$ cat config.mk
export PLATFORM = sky130hd
export DESIGN_NAME = core_regfile_flat
export DESIGN_NICKNAME = d
export VERILOG_FILES = /design/src/rtl/gpu_pkg.sv /design/src/rtl/core_regfile_if.sv /design/src/rtl/regfile_lane.sv /design/src/rtl/core_regfile.sv /design/src/flat_wrapper.sv
export SDC_FILE = /design/constraint.sdc
export NUM_CORES = 1
export LEC_CHECK = 0
export BUFFER_PORTS_ARGS = -buffer_cell sky130_fd_sc_hd__clkbuf_2
export CELL_PAD_IN_SITES_DETAIL_PLACEMENT = 0
export CELL_PAD_IN_SITES_GLOBAL_PLACEMENT = 2
export CORE_ASPECT_RATIO = 1.1
export CORE_MARGIN = 2
export CORE_UTILIZATION = 49
export CTS_BUF_LIST = sky130_fd_sc_hd__clkbuf_8
export DETAILED_ROUTE_END_ITERATION = 7
export PLACE_DENSITY = 0.84
export SYNTH_ARGS = -nofsm -noshare
export SYNTH_HDL_FRONTEND = slang
export SYNTH_SLANG_ARGS = --single-unit
$ cat constraint.sdc
create_clock -name clk -period 3.64 [get_ports clk]
set_input_delay 0.546 -clock clk [delete_from_list [all_inputs] [get_ports clk]]
set_output_delay 0.546 -clock clk [all_outputs]
set_load 0.05 [all_outputs]
$ cat src/rtl/gpu_pkg.sv
// Core-wide scheduler state codes, register-write source encodings and read-only register indices.
// Pure definitions: no latency and no backpressure.
package gpu_pkg;

    localparam logic [2:0] CORE_IDLE    = 3'b000;
    localparam logic [2:0] CORE_FETCH   = 3'b001;
    localparam logic [2:0] CORE_DECODE  = 3'b010;
    localparam logic [2:0] CORE_REQUEST = 3'b011;
    localparam logic [2:0] CORE_WAIT    = 3'b100;
    localparam logic [2:0] CORE_EXECUTE = 3'b101;
    localparam logic [2:0] CORE_UPDATE  = 3'b110;
    localparam logic [2:0] CORE_DONE    = 3'b111;

    localparam logic [1:0] MUX_ARITHMETIC = 2'b00;
    localparam logic [1:0] MUX_MEMORY     = 2'b01;
    localparam logic [1:0] MUX_CONSTANT   = 2'b10;
    localparam logic [1:0] MUX_RESERVED   = 2'b11;

    // The three read-only registers occupy the top of each lane's register space.
    function automatic int ro_block_idx(input int num_regs);
        return num_regs - 3;
    endfunction

    function automatic int ro_block_dim(input int num_regs);
        return num_regs - 2;
    endfunction

    function automatic int ro_thread_idx(input int num_regs);
        return num_regs - 1;
    endfunction

endpackage

$ cat src/rtl/core_regfile_if.sv
// Decoder/scheduler to register-file bus; the master drives decode and results, the slave returns operands.
// Operands arrive 1 cycle after REQUEST; there is no backpressure.
interface core_regfile_if #(
    parameter int THREADS       = 4,
    parameter int DATA_BITS     = 8,
    parameter int NUM_REGS      = 16,
    parameter int BLOCK_ID_BITS = 8
);
    logic                           block_start;
    logic [BLOCK_ID_BITS-1:0]       block_id;
    logic [$clog2(THREADS):0]       thread_count;
    logic [2:0]                     core_state;
    logic [$clog2(NUM_REGS)-1:0]    rd_addr;
    logic [$clog2(NUM_REGS)-1:0]    rs_addr;
    logic [$clog2(NUM_REGS)-1:0]    rt_addr;
    logic                           reg_write_enable;
    logic [1:0]                     reg_input_mux;
    logic [DATA_BITS-1:0]           immediate;
    logic [THREADS*DATA_BITS-1:0]   alu_out;
    logic [THREADS*DATA_BITS-1:0]   lsu_out;
    logic [THREADS*DATA_BITS-1:0]   rs_out;
    logic [THREADS*DATA_BITS-1:0]   rt_out;
    logic                           operand_valid;
    logic                           illegal_write;

    modport master (
        output block_start, block_id, thread_count, core_state,
        output rd_addr, rs_addr, rt_addr, reg_write_enable, reg_input_mux,
        output immediate, alu_out, lsu_out,
        input  rs_out, rt_out, operand_valid, illegal_write
    );

    modport slave (
        input  block_start, block_id, thread_count, core_state,
        input  rd_addr, rs_addr, rt_addr, reg_write_enable, reg_input_mux,
        input  immediate, alu_out, lsu_out,
        output rs_out, rt_out, operand_valid, illegal_write
    );

endinterface

$ cat src/rtl/regfile_lane.sv
// One thread lane's registers, operand capture and write-source mux.
// Read latency 1 cycle; no backpressure (enable simply freezes the lane).
module regfile_lane
    import gpu_pkg::*;
#(
    parameter int LANE      = 0,
    parameter int THREADS   = 4,
    parameter int DATA_BITS = 8,
    parameter int NUM_REGS  = 16
) (
    input  logic                        clk,
    input  logic                        reset,
    input  logic                        enable,
    input  logic                        block_load,
    input  logic [DATA_BITS-1:0]        block_idx_val,
    input  logic [DATA_BITS-1:0]        block_dim_val,
    input  logic                        read_en,
    input  logic [$clog2(NUM_REGS)-1:0] rs_addr,
    input  logic [$clog2(NUM_REGS)-1:0] rt_addr,
    input  logic                        write_en,
    input  logic [$clog2(NUM_REGS)-1:0] rd_addr,
    input  logic [1:0]                  reg_input_mux,
    input  logic [DATA_BITS-1:0]        immediate,
    input  logic [DATA_BITS-1:0]        alu_val,
    input  logic [DATA_BITS-1:0]        lsu_val,
    output logic [DATA_BITS-1:0]        rs_val,
    output logic [DATA_BITS-1:0]        rt_val
);
    localparam int BLOCK_IDX  = ro_block_idx(NUM_REGS);
    localparam int BLOCK_DIM  = ro_block_dim(NUM_REGS);
    localparam int THREAD_IDX = ro_thread_idx(NUM_REGS);

    logic [DATA_BITS-1:0] regs [NUM_REGS];
    logic [DATA_BITS-1:0] wdata;

    always_comb begin
        wdata = immediate;
        case (reg_input_mux)
            MUX_ARITHMETIC: wdata = alu_val;
            MUX_MEMORY:     wdata = lsu_val;
            default:        wdata = immediate;
        endcase
    end

    // write_en is only raised for free-register targets, so it never collides with the block loads.
    always_ff @(posedge clk) begin
        if (reset) begin
            for (int r = 0; r < NUM_REGS; r++) regs[r] <= '0;
            regs[BLOCK_DIM]  <= DATA_BITS'(THREADS);
            regs[THREAD_IDX] <= DATA_BITS'(LANE);
            rs_val <= '0;
            rt_val <= '0;
        end else begin
            if (write_en && enable) regs[rd_addr] <= wdata;
            if (block_load) begin
                regs[BLOCK_IDX] <= block_idx_val;
                regs[BLOCK_DIM] <= block_dim_val;
            end
            if (read_en && enable) begin
                rs_val <= regs[rs_addr];
                rt_val <= regs[rt_addr];
            end
        end
    end

endmodule

$ cat src/rtl/core_regfile.sv
// Unified register file for all lanes of a core: block latching, lane mask, operand strobe, sticky error.
// Operand latency 1 cycle after REQUEST; no backpressure.
module core_regfile
    import gpu_pkg::*;
#(
    parameter int THREADS       = 4,
    parameter int DATA_BITS     = 8,
    parameter int NUM_REGS      = 16,
    parameter int BLOCK_ID_BITS = 8
) (
    input  logic       clk,
    input  logic       reset,
    core_regfile_if.slave bus
);
    localparam int AW = $clog2(NUM_REGS);
    localparam int TW = $clog2(THREADS) + 1;

    logic [TW-1:0]                count_q;
    logic [THREADS-1:0]           lane_en;
    logic                         read_req;
    logic                         write_req;
    logic                         bad_write;
    logic                         good_write;
    logic                         operand_valid_q;
    logic                         illegal_write_q;
    logic [THREADS*DATA_BITS-1:0] rs_bus;
    logic [THREADS*DATA_BITS-1:0] rt_bus;

    always_comb begin
        read_req   = (bus.core_state == CORE_REQUEST);
        write_req  = (bus.core_state == CORE_UPDATE) && bus.reg_write_enable;
        bad_write  = write_req && ((bus.rd_addr >= AW'(ro_block_idx(NUM_REGS)))
                                   || (bus.reg_input_mux == MUX_RESERVED));
        good_write = write_req && !bad_write;
        for (int i = 0; i < THREADS; i++) lane_en[i] = (count_q > TW'(i));
    end

    // The new thread count masks lanes only from the edge after block_start.
    always_ff @(posedge clk) begin
        if (reset) begin
            count_q         <= TW'(THREADS);
            operand_valid_q <= 1'b0;
            illegal_write_q <= 1'b0;
        end else begin
            if (bus.block_start) count_q <= bus.thread_count;
            operand_valid_q <= read_req;
            if (bad_write) illegal_write_q <= 1'b1;
        end
    end

    for (genvar i = 0; i < THREADS; i++) begin : g_lane
        regfile_lane #(
            .LANE      (i),
            .THREADS   (THREADS),
            .DATA_BITS (DATA_BITS),
            .NUM_REGS  (NUM_REGS)
        ) u_lane (
            .clk           (clk),
            .reset         (reset),
            .enable        (lane_en[i]),
            .block_load    (bus.block_start),
            .block_idx_val (DATA_BITS'(bus.block_id)),
            .block_dim_val (DATA_BITS'(bus.thread_count)),
            .read_en       (read_req),
            .rs_addr       (bus.rs_addr),
            .rt_addr       (bus.rt_addr),
            .write_en      (good_write),
            .rd_addr       (bus.rd_addr),
            .reg_input_mux (bus.reg_input_mux),
            .immediate     (bus.immediate),
            .alu_val       (bus.alu_out[i*DATA_BITS +: DATA_BITS]),
            .lsu_val       (bus.lsu_out[i*DATA_BITS +: DATA_BITS]),
            .rs_val        (rs_bus[i*DATA_BITS +: DATA_BITS]),
            .rt_val        (rt_bus[i*DATA_BITS +: DATA_BITS])
        );
    end

    assign bus.rs_out        = rs_bus;
    assign bus.rt_out        = rt_bus;
    assign bus.operand_valid = operand_valid_q;
    assign bus.illegal_write = illegal_write_q;

endmodule

$ cat src/flat_wrapper.sv
// flat-port wrapper written by rule: the top's interface ports become plain ports
module core_regfile_flat import gpu_pkg::*;
#(
    parameter int THREADS       = 4,
    parameter int DATA_BITS     = 8,
    parameter int NUM_REGS      = 16,
    parameter int BLOCK_ID_BITS = 8
)
  (clk, reset, bus_block_start, bus_block_id, bus_thread_count, bus_core_state, bus_rd_addr, bus_rs_addr, bus_rt_addr, bus_reg_write_enable, bus_reg_input_mux, bus_immediate, bus_alu_out, bus_lsu_out, bus_rs_out, bus_rt_out, bus_operand_valid, bus_illegal_write);
  core_regfile_if #(.THREADS(THREADS), .DATA_BITS(DATA_BITS), .NUM_REGS(NUM_REGS), .BLOCK_ID_BITS(BLOCK_ID_BITS)) bus_i ();
  input  logic clk;
  input  logic reset;
  input wire logic [$bits(bus_i.block_start)-1:0] bus_block_start;
  input wire logic [$bits(bus_i.block_id)-1:0] bus_block_id;
  input wire logic [$bits(bus_i.thread_count)-1:0] bus_thread_count;
  input wire logic [$bits(bus_i.core_state)-1:0] bus_core_state;
  input wire logic [$bits(bus_i.rd_addr)-1:0] bus_rd_addr;
  input wire logic [$bits(bus_i.rs_addr)-1:0] bus_rs_addr;
  input wire logic [$bits(bus_i.rt_addr)-1:0] bus_rt_addr;
  input wire logic [$bits(bus_i.reg_write_enable)-1:0] bus_reg_write_enable;
  input wire logic [$bits(bus_i.reg_input_mux)-1:0] bus_reg_input_mux;
  input wire logic [$bits(bus_i.immediate)-1:0] bus_immediate;
  input wire logic [$bits(bus_i.alu_out)-1:0] bus_alu_out;
  input wire logic [$bits(bus_i.lsu_out)-1:0] bus_lsu_out;
  output wire logic [$bits(bus_i.rs_out)-1:0] bus_rs_out;
  output wire logic [$bits(bus_i.rt_out)-1:0] bus_rt_out;
  output wire logic [$bits(bus_i.operand_valid)-1:0] bus_operand_valid;
  output wire logic [$bits(bus_i.illegal_write)-1:0] bus_illegal_write;
  assign bus_i.block_start = bus_block_start;
  assign bus_i.block_id = bus_block_id;
  assign bus_i.thread_count = bus_thread_count;
  assign bus_i.core_state = bus_core_state;
  assign bus_i.rd_addr = bus_rd_addr;
  assign bus_i.rs_addr = bus_rs_addr;
  assign bus_i.rt_addr = bus_rt_addr;
  assign bus_i.reg_write_enable = bus_reg_write_enable;
  assign bus_i.reg_input_mux = bus_reg_input_mux;
  assign bus_i.immediate = bus_immediate;
  assign bus_i.alu_out = bus_alu_out;
  assign bus_i.lsu_out = bus_lsu_out;
  assign bus_rs_out = bus_i.rs_out;
  assign bus_rt_out = bus_i.rt_out;
  assign bus_operand_valid = bus_i.operand_valid;
  assign bus_illegal_write = bus_i.illegal_write;
  core_regfile #(.THREADS(THREADS), .DATA_BITS(DATA_BITS), .NUM_REGS(NUM_REGS), .BLOCK_ID_BITS(BLOCK_ID_BITS)) u_core (.clk(clk), .reset(reset), .bus(bus_i));
endmodule
==> After elaboration in Yosys (flattened, before gate mapping) <==
Memories as Yosys holds them, arrays and structs flattened. A register that Yosys moved wholly into a read port is not among the register bits.
Index checks and enable logic that the tools add are counted.
{ "word_totals": {"regBits": 5, "ramBits": 512, "elab_cells": 99, "memories": 4} }
{ "op_classes": {"magnitude_cmp": 5, "n_eq_ne": 4, "mux": 49, "n_bitwise": 16, "reduce_logical": 18} }
{ "mem_list": {"columns": ["memory", "words", "width", "read_ports", "rd_clocked_by_memory_dff", "write_ports", "line", "text"], "rows": [
  ["u_core.g_lane[0].u_lane.regs", 16, 8, 2, 2, 16, "regfile_lane.sv:33", "logic [DATA_BITS-1:0] regs [NUM_REGS];"],
  ["u_core.g_lane[1].u_lane.regs", 16, 8, 2, 2, 16, "regfile_lane.sv:33", null],
  ["u_core.g_lane[2].u_lane.regs", 16, 8, 2, 2, 16, "regfile_lane.sv:33", null],
  ["u_core.g_lane[3].u_lane.regs", 16, 8, 2, 2, 16, "regfile_lane.sv:33", null]
]} }
{ "ops": {"columns": ["operator", "count"], "rows": [
  ["$mux W8", 20],
  ["$pmux W8 S2", 4],
  ["$reduce_or A8 Y1", 4],
  ["$mux W1", 21],
  ["$mux W4", 4],
  ["$or A1 B1 Y1", 16],
  ["$logic_and A1 B1 Y1", 11],
  ["$gt A3 B1 Y1 const B", 2],
  ["$gt A3 B2 Y1 const B", 2],
  ["$ge A4 B4 Y1 const B", 1],
  ["$eq A3 B2 Y1 const B", 1],
  ["$eq A3 B3 Y1 const B", 1],
  ["$eq A2 B1 Y1 const B", 1],
  ["$eq A2 B2 Y1 const B", 1],
  ["$logic_not A2 Y1", 1],
  ["$logic_not A1 Y1", 1],
  ["$logic_or A1 B1 Y1", 1]
]} }

==> Logic depth before layout (Yosys ltp) <==
Gate-level depths: netlist of the first run.
{ "logic_depth": {"depth_word": 11, "mapped_depth": 9, "ltp_nobuf": 5} }

==> By module <==
Synthesis of the first run repeated with hierarchy kept, for this count alone.
{ "unflattened": {"cells_unflattened": 2187, "area_unflattened_um2": 30548.0} }
{ "modules_own_cells": {"columns": ["mod", "n_inst", "cells_each", "area_per_inst_um2"], "rows": [
  ["regfile_lane at u_core.g_lane[1].u_lane ...", 2, 540, 7592.3],
  ["regfile_lane at u_core.g_lane[0].u_lane", 1, 540, 7589.8],
  ["regfile_lane at u_core.g_lane[3].u_lane", 1, 541, 7538.5],
  ["core_regfile", 1, 26, 235.2]
]} }

==> Least setup slack after synthesis of the first run <==
Ideal clock, no wire load.
{ "synth_timing": {"path_type": "in2reg", "start": "in bus_rd_addr[2]", "end": "mem u_core.g_lane[0].u_lane.regs[0][0] (enable)", "t_arrival_ns": 1.904, "slack_ns": 1.406, "stages": 4, "cell_sequence": "clkbuf_1 nor4_1 nand3_2 nand2_1"} }
{ "synth_lines": {"columns": ["item", "line", "text"], "rows": [
  ["start: declaration", "flat_wrapper.sv:17", "input wire logic [$bits(bus_i.rd_addr)-1:0] bus_rd_addr;"],
  ["end: declaration", "regfile_lane.sv:33", null]
]} }

==> reports/summary.txt, run 1 <==
Status: complete, no violations
Die area: 0.0609 mm2
# IOs: 170
Largest net degree at the start of global routing: 71
Worst r2r src: u_core.count_q[1]
WL/cell: 30.6 um
Slew Limit Fails: 0
Final ANT Viol Nets: 0
DR vias/cell: 6.45
Final worst path period need: 2690 ps
Critical path startpoint category: input port
Count of hold-fix buffers inserted at cts: 0
First-pass GRT wire length: 137 mm
Relative slew slack: 6.30%
Critical Path Source: bus_rd_addr[3]
Pleak: 12.4 nW
Post-synth EDFFs: 512
Final count of hold timing violations: 0
All-Layer GR Usage: 31.4%
Overflow after GRT: 0
Critical path arrival: 3020 ps
Worst hold start: bus_reg_write_enable
Register area share after synthesis: 58.0%
Ys Warns: 0
Die H: 259 um
Share of flip-flops with an asynchronous set or reset: 0%
Die W: 236 um
First drt pass iteration count: 5
Multi-input logic area: 0.0114 mm2
Synthesis-to-finish area growth: 13.6%
Core box area: 0.0584 mm2
Buf/Inv on CP: 1
Post-synthesis cell count: 2039
Setup TNS: 0 ps
Total Wirelength: 95.8 mm
Initial antenna violation count: 1
Max_cap viols: 0
# fillers: 4824
Layout cells sized above 1: 30.2%
CTS max path bufs: 3
Critical path cell sequence: clkbuf_2, nand2b_1, nor2_1, nand3_1, nand2_1
Number of diodes: 0
Clock root buffer: clkbuf_8
Slowest CP cell: nor2_1
CP endpoint kind: register
Detailed Place HPWL: 67.3 mm
Max IR drop VDD: 0.000255 V
Max FO, Critical Path: 9
Vias in the first global route: 19943
Via Count: 20231
RSZ-0062 raised after global routing: no
FMAX: 372 MHz
CP delay by family, top: simple AND/OR/NAND/NOR gates
PostCTS Resize Cnt: 0
Crit Path Category: input port to register
Port-buffer cells: 169
Worst Tran Pin Value: 1400 ps
Latest clock arrival within the worst-skew pair: 710 ps
Residual DRC: 0
Power per cell area: 462 mW/mm2
Distinct cell type count after synthesis: 52
Initial Util: 49.5%
Post-synthesis register bit count: 581
Reg area: 0.0168 mm2
Syn avg cell area: 14.2 um2
Slowest stage delay, CP: 1010 ps
Fin crit share: 73.8%
Final Util: 56.2%
Row cnt: 93
CTS sink count: 581
Clock skew: 45.8 ps
Final net count: 2400
Iteration-0 DRC Markers: 2474
CTS Buf Count: 93
Routability cong.: 0.912
Worst Path Required: 3970 ps
Hold Crit Class: input port to register
Htree depth: 3
Reg clk slew, reported paths: 70 ps
CTS tree: built
Setup violations, final: 0
Post-CTS setup buffer count: 0
Main synth FF type: edfxtp_1
Area of the mapped netlist: 0.0289 mm2
sequential cells by signal, summed over array words and instances (netlist names):
register / count
u_core.bus.illegal_write: 1
u_core.bus.operand_valid: 1
u_core.count_q: 3
u_core.g_lane.u_lane.regs: 512
u_core.g_lane.u_lane.rs_val: 32
u_core.g_lane.u_lane.rt_val: 32
worst reg2reg max path, cell delays in order (launching register included):
cell     delay [ps]
dfxtp_1         520
or3_1           660
nand3_1         460
nand2_1         450
cell usage in the layout, fill, tap and decap left out, types with 11 or more instances in the layout:
| cell type | instances |
|---|---|
| and3_1 | 40 |
| nand3_1 | 61 |
| nor3_1 | 12 |
| o221ai_1 | 14 |
| mux2i_1 | 72 |
| a21oi_1 | 23 |
| o211ai_1 | 19 |
| nor2_1 | 441 |
| a22oi_1 | 17 |
| mux4_2 | 240 |
| clkinv_2 | 13 |
| nand2_1 | 123 |
| conb_1 | 52 |
| buf_4 | 104 |
| clkbuf_8 | 107 |
| nand2b_1 | 13 |
| inv_1 | 40 |
| dfxtp_1 | 69 |
| clkinv_1 | 17 |
| o21ai_1 | 12 |
| clkbuf_2 | 163 |
| a32oi_1 | 14 |
| o21ai_0 | 41 |
| edfxtp_1 | 512 |
| a221o_1 | 13 |
| mux2_2 | 61 |
| a2bb2oi_1 | 11 |
area by class of cell:
type,count,area share [%]
multi-input cells,1328,34.8
well taps,760,2.90
inverters,15,0.172
repair buffers,277,5.42
clock buffers,107,4.49
flip-flops and latches,581,51.0
clock inverters,67,1.20
cell families after synthesis:
| logic type | count (synthesis) | synth area share, % |
|---|---|---|
| AO/OA/AOI/OAI | 181 | 4.34 |
| other | 2 | 0.0260 |
| AND/OR/NAND/NOR | 717 | 10.5 |
| multiplexers | 378 | 24.0 |
| buffers and inverters | 180 | 3.18 |
| flip-flops | 581 | 58.0 |
path summary, 6_finish.rpt:
kind / depth (start not counted) / endpoint / slack [ps]
worst max-delay path: 5 / u_core.g_lane[1].u_lane.regs[6][2] / 950
worst min-delay path: 2 / u_core.bus.illegal_write / 140
worst max register to register: 3 / u_core.g_lane[0].u_lane.regs[12][4] / 1180
worst min register to register: 2 / u_core.g_lane[0].u_lane.rt_val[7] / 450
cell usage after synthesis (2+ instances only):
library cell / instances / area share, %
a21o_1: 4 / 0.10
a21oi_1: 23 / 0.40
a221o_1: 13 / 0.45
a22oi_1: 17 / 0.44
a2bb2oi_1: 11 / 0.33
a32oi_1: 14 / 0.42
and3_1: 40 / 0.87
buf_1: 13 / 0.17
buf_2: 77 / 1.3
buf_4: 17 / 0.44
buf_6: 9 / 0.35
clkbuf_1: 48 / 0.62
clkinv_1: 2 / 0.026
conb_1: 2 / 0.026
dfxtp_1: 69 / 4.8
edfxtp_1: 512 / 53
inv_1: 11 / 0.14
inv_2: 2 / 0.026
mux2_2: 61 / 2.4
mux2i_1: 72 / 2.5
mux4_1: 5 / 0.45
mux4_2: 240 / 19
nand2_1: 123 / 1.6
nand2b_1: 13 / 0.28
nand3_1: 61 / 1.1
nand3_2: 4 / 0.14
nor2_1: 441 / 5.7
nor3_1: 12 / 0.21
nor3b_1: 3 / 0.078
o211ai_1: 19 / 0.49
o21ai_0: 53 / 0.92
o221ai_1: 14 / 0.42
o31ai_1: 7 / 0.18
or2_2: 2 / 0.043
or3_1: 8 / 0.17
through the flow:
step / std cells / hold WS, ps / setup slack, ps / total power, mW / instance area [um2]
floorplan: 2089 / 489 / 1410 / 8.87 / 29100
global placement: 2961 / 438 / 449 / 9.56 / 31000
detailed placement: 2961 / 445 / 391 / 9.58 / 31000
CTS: 3135 / 91.0 / 1100 / 15.2 / 32800
global route: 3135 / 125 / 909 / 15.6 / 32800
finish: 3135 / 136 / 953 / 15.2 / 32800
power by group:
group          switching [mW]  internal, mW  total [mW]  leakage [nW]
sequential              0.200          7.52        7.72          5.88
clock                    2.73          2.97        5.70          1.06
combinational            1.07         0.682        1.75          5.50
total                    3.99          11.2        15.2          12.4
per-layer routing:
metal | track usage, % | vias to the layer above | part of all wire [%]
met5 | 0 | - | 0.013
met1 | 41.7 | 10334 | 38
met2 | 50.2 | 1294 | 47
met4 | 15.3 | 2 | 5.1
li1 | - | 8382 | -
met3 | 5.97 | 219 | 9.3
Power figures use the tool's default switching activity.
==> run 2, diff against run 1 <==
- CORE_UTILIZATION: 49 -> 41
- PLACE_DENSITY: 0.84 -> 0.75
- clock period: 3.64 -> 2.3 ns (I/O delays scaled with it)
==> run 2 against run 1 <==
Compared with the run above:
- final area grew 4.4%
- worst setup slack lost 690 ps
- die area grew 19%
- critical endpoint is now u_core.g_lane[3].u_lane.rs_val[6]
- clock power grew 62%
- wire length grew 5.0%
- clock skew grew 0.96 ps
- hold slack lost 82 ps
- sequential cell count is the same
- critical path depth is the same
- largest cell class unchanged
- count of clock-buffer cells in the layout shrank 6
- register-to-register slack lost 920 ps
- critical path type is now register to register
==> reports/summary.txt, run 2 (synthesis results as in run 1) <==
Iteration-0 DRC Markers: 2450 (-0.97%)
Buf/Inv on CP: 2 (+1)
Critical path startpoint category: register
Switching power share of the total: 26.1% (-0.23 points)
Slew Limit Fails: 0 (unchanged)
Residual DRC: 0 (unchanged)
Post-CTS setup buffer count: 0 (unchanged)
Commonest non-fill, non-tap cell in the layout: edfxtp_1
Flop pwr share: 50.0% (-0.9 points)
WL/cell: 29.5 um (-3.4%)
Final worst path period need: 2040 ps
Max reg flops: 512 (unchanged)
Pleak: 13.1 nW (+5.1%)
Row cnt: 102 (+9.7%)
DR vias/cell: 5.99 (-7.1%)
Clock root buffer: clkbuf_8
First drt pass iteration count: 6 (+1)
Non-Filler Instances: 3410 (+8.8%)
Overflow after GRT: 0 (unchanged)
Largest net degree at the start of global routing: 51 (-28%)
Die W: 257 um (+9.2%)
Initial antenna violation count: 3 (+2)
Max_cap viols: 0 (unchanged)
Layout cells sized above 1: 33.0% (+2.8 points)
Latest clock arrival within the worst-skew pair: 690 ps (-20 ps)
Initial Util: 41.3% (-8.2 points)
CTS sink count: 581 (unchanged)
# IOs: 170 (unchanged)
First-pass GRT wire length: 142 mm (+3.9%)
Synthesis-to-finish area growth: 18.5%
CTS tree: built
Slowest CP cell: a21oi_1
Detailed Place HPWL: 73.6 mm (+9.4%)
Hold Crit Class: input port to register
Power per cell area: 715 mW/mm2 (+55%)
Final net count: 2504 (+4.3%)
Final ANT Viol Nets: 0 (unchanged)
Via Count: 20435 (+1.0%)
Die H: 282 um (+9.2%)
Max FO, Critical Path: 16 (+7)
Most frequent cells in the layout: edfxtp_1 (512), nor2_1 (441), mux4_2 (240)
Placed Cells: 3237 (+9.3%)
All-Layer GR Usage: 27.5% (-3.8 points)
Clock skew: 46.8 ps (+0.961 ps)
Routability cong.: 0.934 (+2.4%)
Crit Path Category: register to register
CP endpoint kind: register
Status: complete, no violations
Worst Tran Pin Value: 1300 ps (-103 ps)
Crit-path most repeated cell: buf_4
Final count of hold timing violations: 0 (unchanged)
Max IR drop VDD: 0.000406 V (+59%)
Psw: 6.39 mW (+60%)
Fin crit share: 88.8%
CP delay by family, top: compound AO/OA/AOI/OAI gates
Reg clk slew, reported paths: 60 ps (about the same)
Hold slack final: 54.3 ps (-81.7 ps)
Htree depth: 3 (unchanged)
Largest registers: u_core.g_lane.u_lane.regs x512, u_core.g_lane.u_lane.rs_val x32, u_core.g_lane.u_lane.rt_val x32
Reg with most FFs: u_core.g_lane.u_lane.regs
Slowest stage delay, CP: 990 ps (-20 ps)
CTS max path bufs: 3 (unchanged)
Core box area: 0.0701 mm2 (+20%)
Vias in the first global route: 20063 (+0.60%)
RSZ-0062 raised after global routing: no
Die area: 0.0726 mm2 (+19%)
Total Wirelength: 101 mm (+5.0%)
Worst Path Required: 2900 ps (-1070 ps)
CTS Buf Count: 96 (+3.2%)
Clock share of power: 37.6% (about the same)
Internal Pwr Total: 18.1 mW (+62%)
Port-buffer cells: 169 (unchanged)
Relative slew slack: 13.5% (+7.2 points)
Setup violations, final: 0 (unchanged)
Logic pwr share: 12.4% (+0.9 points)
Critical path cell sequence: buf_4, buf_4, a21oi_1, a2bb2oi_1, o21ai_0
FMAX: 490 MHz
Critical path arrival: 2640 ps (-380 ps)
==> run 2: cell count changes in the layout (fill, tap and decap cells not counted), sizes merged <==
| cell | delta |
|---|---|
| buf | +100 |
| clkinv | +8 |
| clkbuf | -6 |
| inv | -5 |
| bufinv | +4 |
| clkinvlp | -4 |
| diode | +1 |
| dlygate4sd3 | +1 |
==> run 2: layout make-up <==
cell class / count / area [um2]
Inverter: 15 / 56.3
Antenna cell: 1 / 2.50
Clock inverter: 70 / 503
Tap cell: 936 / 1170
Clock buffer: 101 / 1390
Multi-Input combinational cell: 1328 / 11400
Fill cell: 6122 / 35800
Sequential cell: 581 / 16800
Timing Repair Buffer: 378 / 2970
==> run 2: final timing paths <==
check                                         start                           endpoint  slack [ps]  depth (start not counted)
hold / removal                 bus_reg_input_mux[1]           u_core.bus.illegal_write          50                          4
setup / recovery                  u_core.count_q[2]  u_core.g_lane[3].u_lane.rs_val[6]         260                          5
setup reg to reg                  u_core.count_q[2]  u_core.g_lane[3].u_lane.rs_val[6]         260                          5
hold reg to reg   u_core.g_lane[0].u_lane.rt_val[7]  u_core.g_lane[0].u_lane.rt_val[7]         460                          2
==> run 2: stage by stage <==
stage	utilization, %	setup slack [ps]	total power [mW]	cell area (um2)	setup TNS [ps]
floorplan	-	267	14.0	29100	0
global placement	46.2	13.6	15.4	32400	0
detailed placement	46.2	-12.9	15.5	32400	-148
CTS	48.9	329	24.6	34300	0
global route	48.9	129	25.2	34300	0
finish	48.9	258	24.5	34300	0
==> run 2: metal layers <==
layer  up-vias  wire (um)  share of wire (%)  global-route usage (%)
li1       8575          -                  -                       -
met1     10496      39100                 39                    35.9
met2      1163      47700                 47                    44.4
met3       201       9390                9.3                    6.05
met4         0       4500                4.5                    12.2
met5         -          0                  0                       0
==> run 2: repair_timing <==
item,4_1_cts,5_1_grt
endpoints found under the hold margin,1,0
gates resized for setup,0,0
hold buffers,1,0
==> run 2: worst reg2reg max path, stage by stage, from the launching register on <==
cell       delay, ps
dfxtp_1          310
buf_4            160
buf_4            170
a21oi_1          990
a2bb2oi_1        170
o21ai_0          150
==> run 2: power by group through the flow <==
stage	clock network, mW	registers (mW)	logic, mW
6_report	9.22	12.2	3.03
5_1_grt	9.78	12.3	3.17
4_1_cts	9.36	12.2	3.02
3_5_place_dp	0	12.4	3.01
3_3_place_gp	0	12.4	3.00
2_1_floorplan	0	12.4	1.69
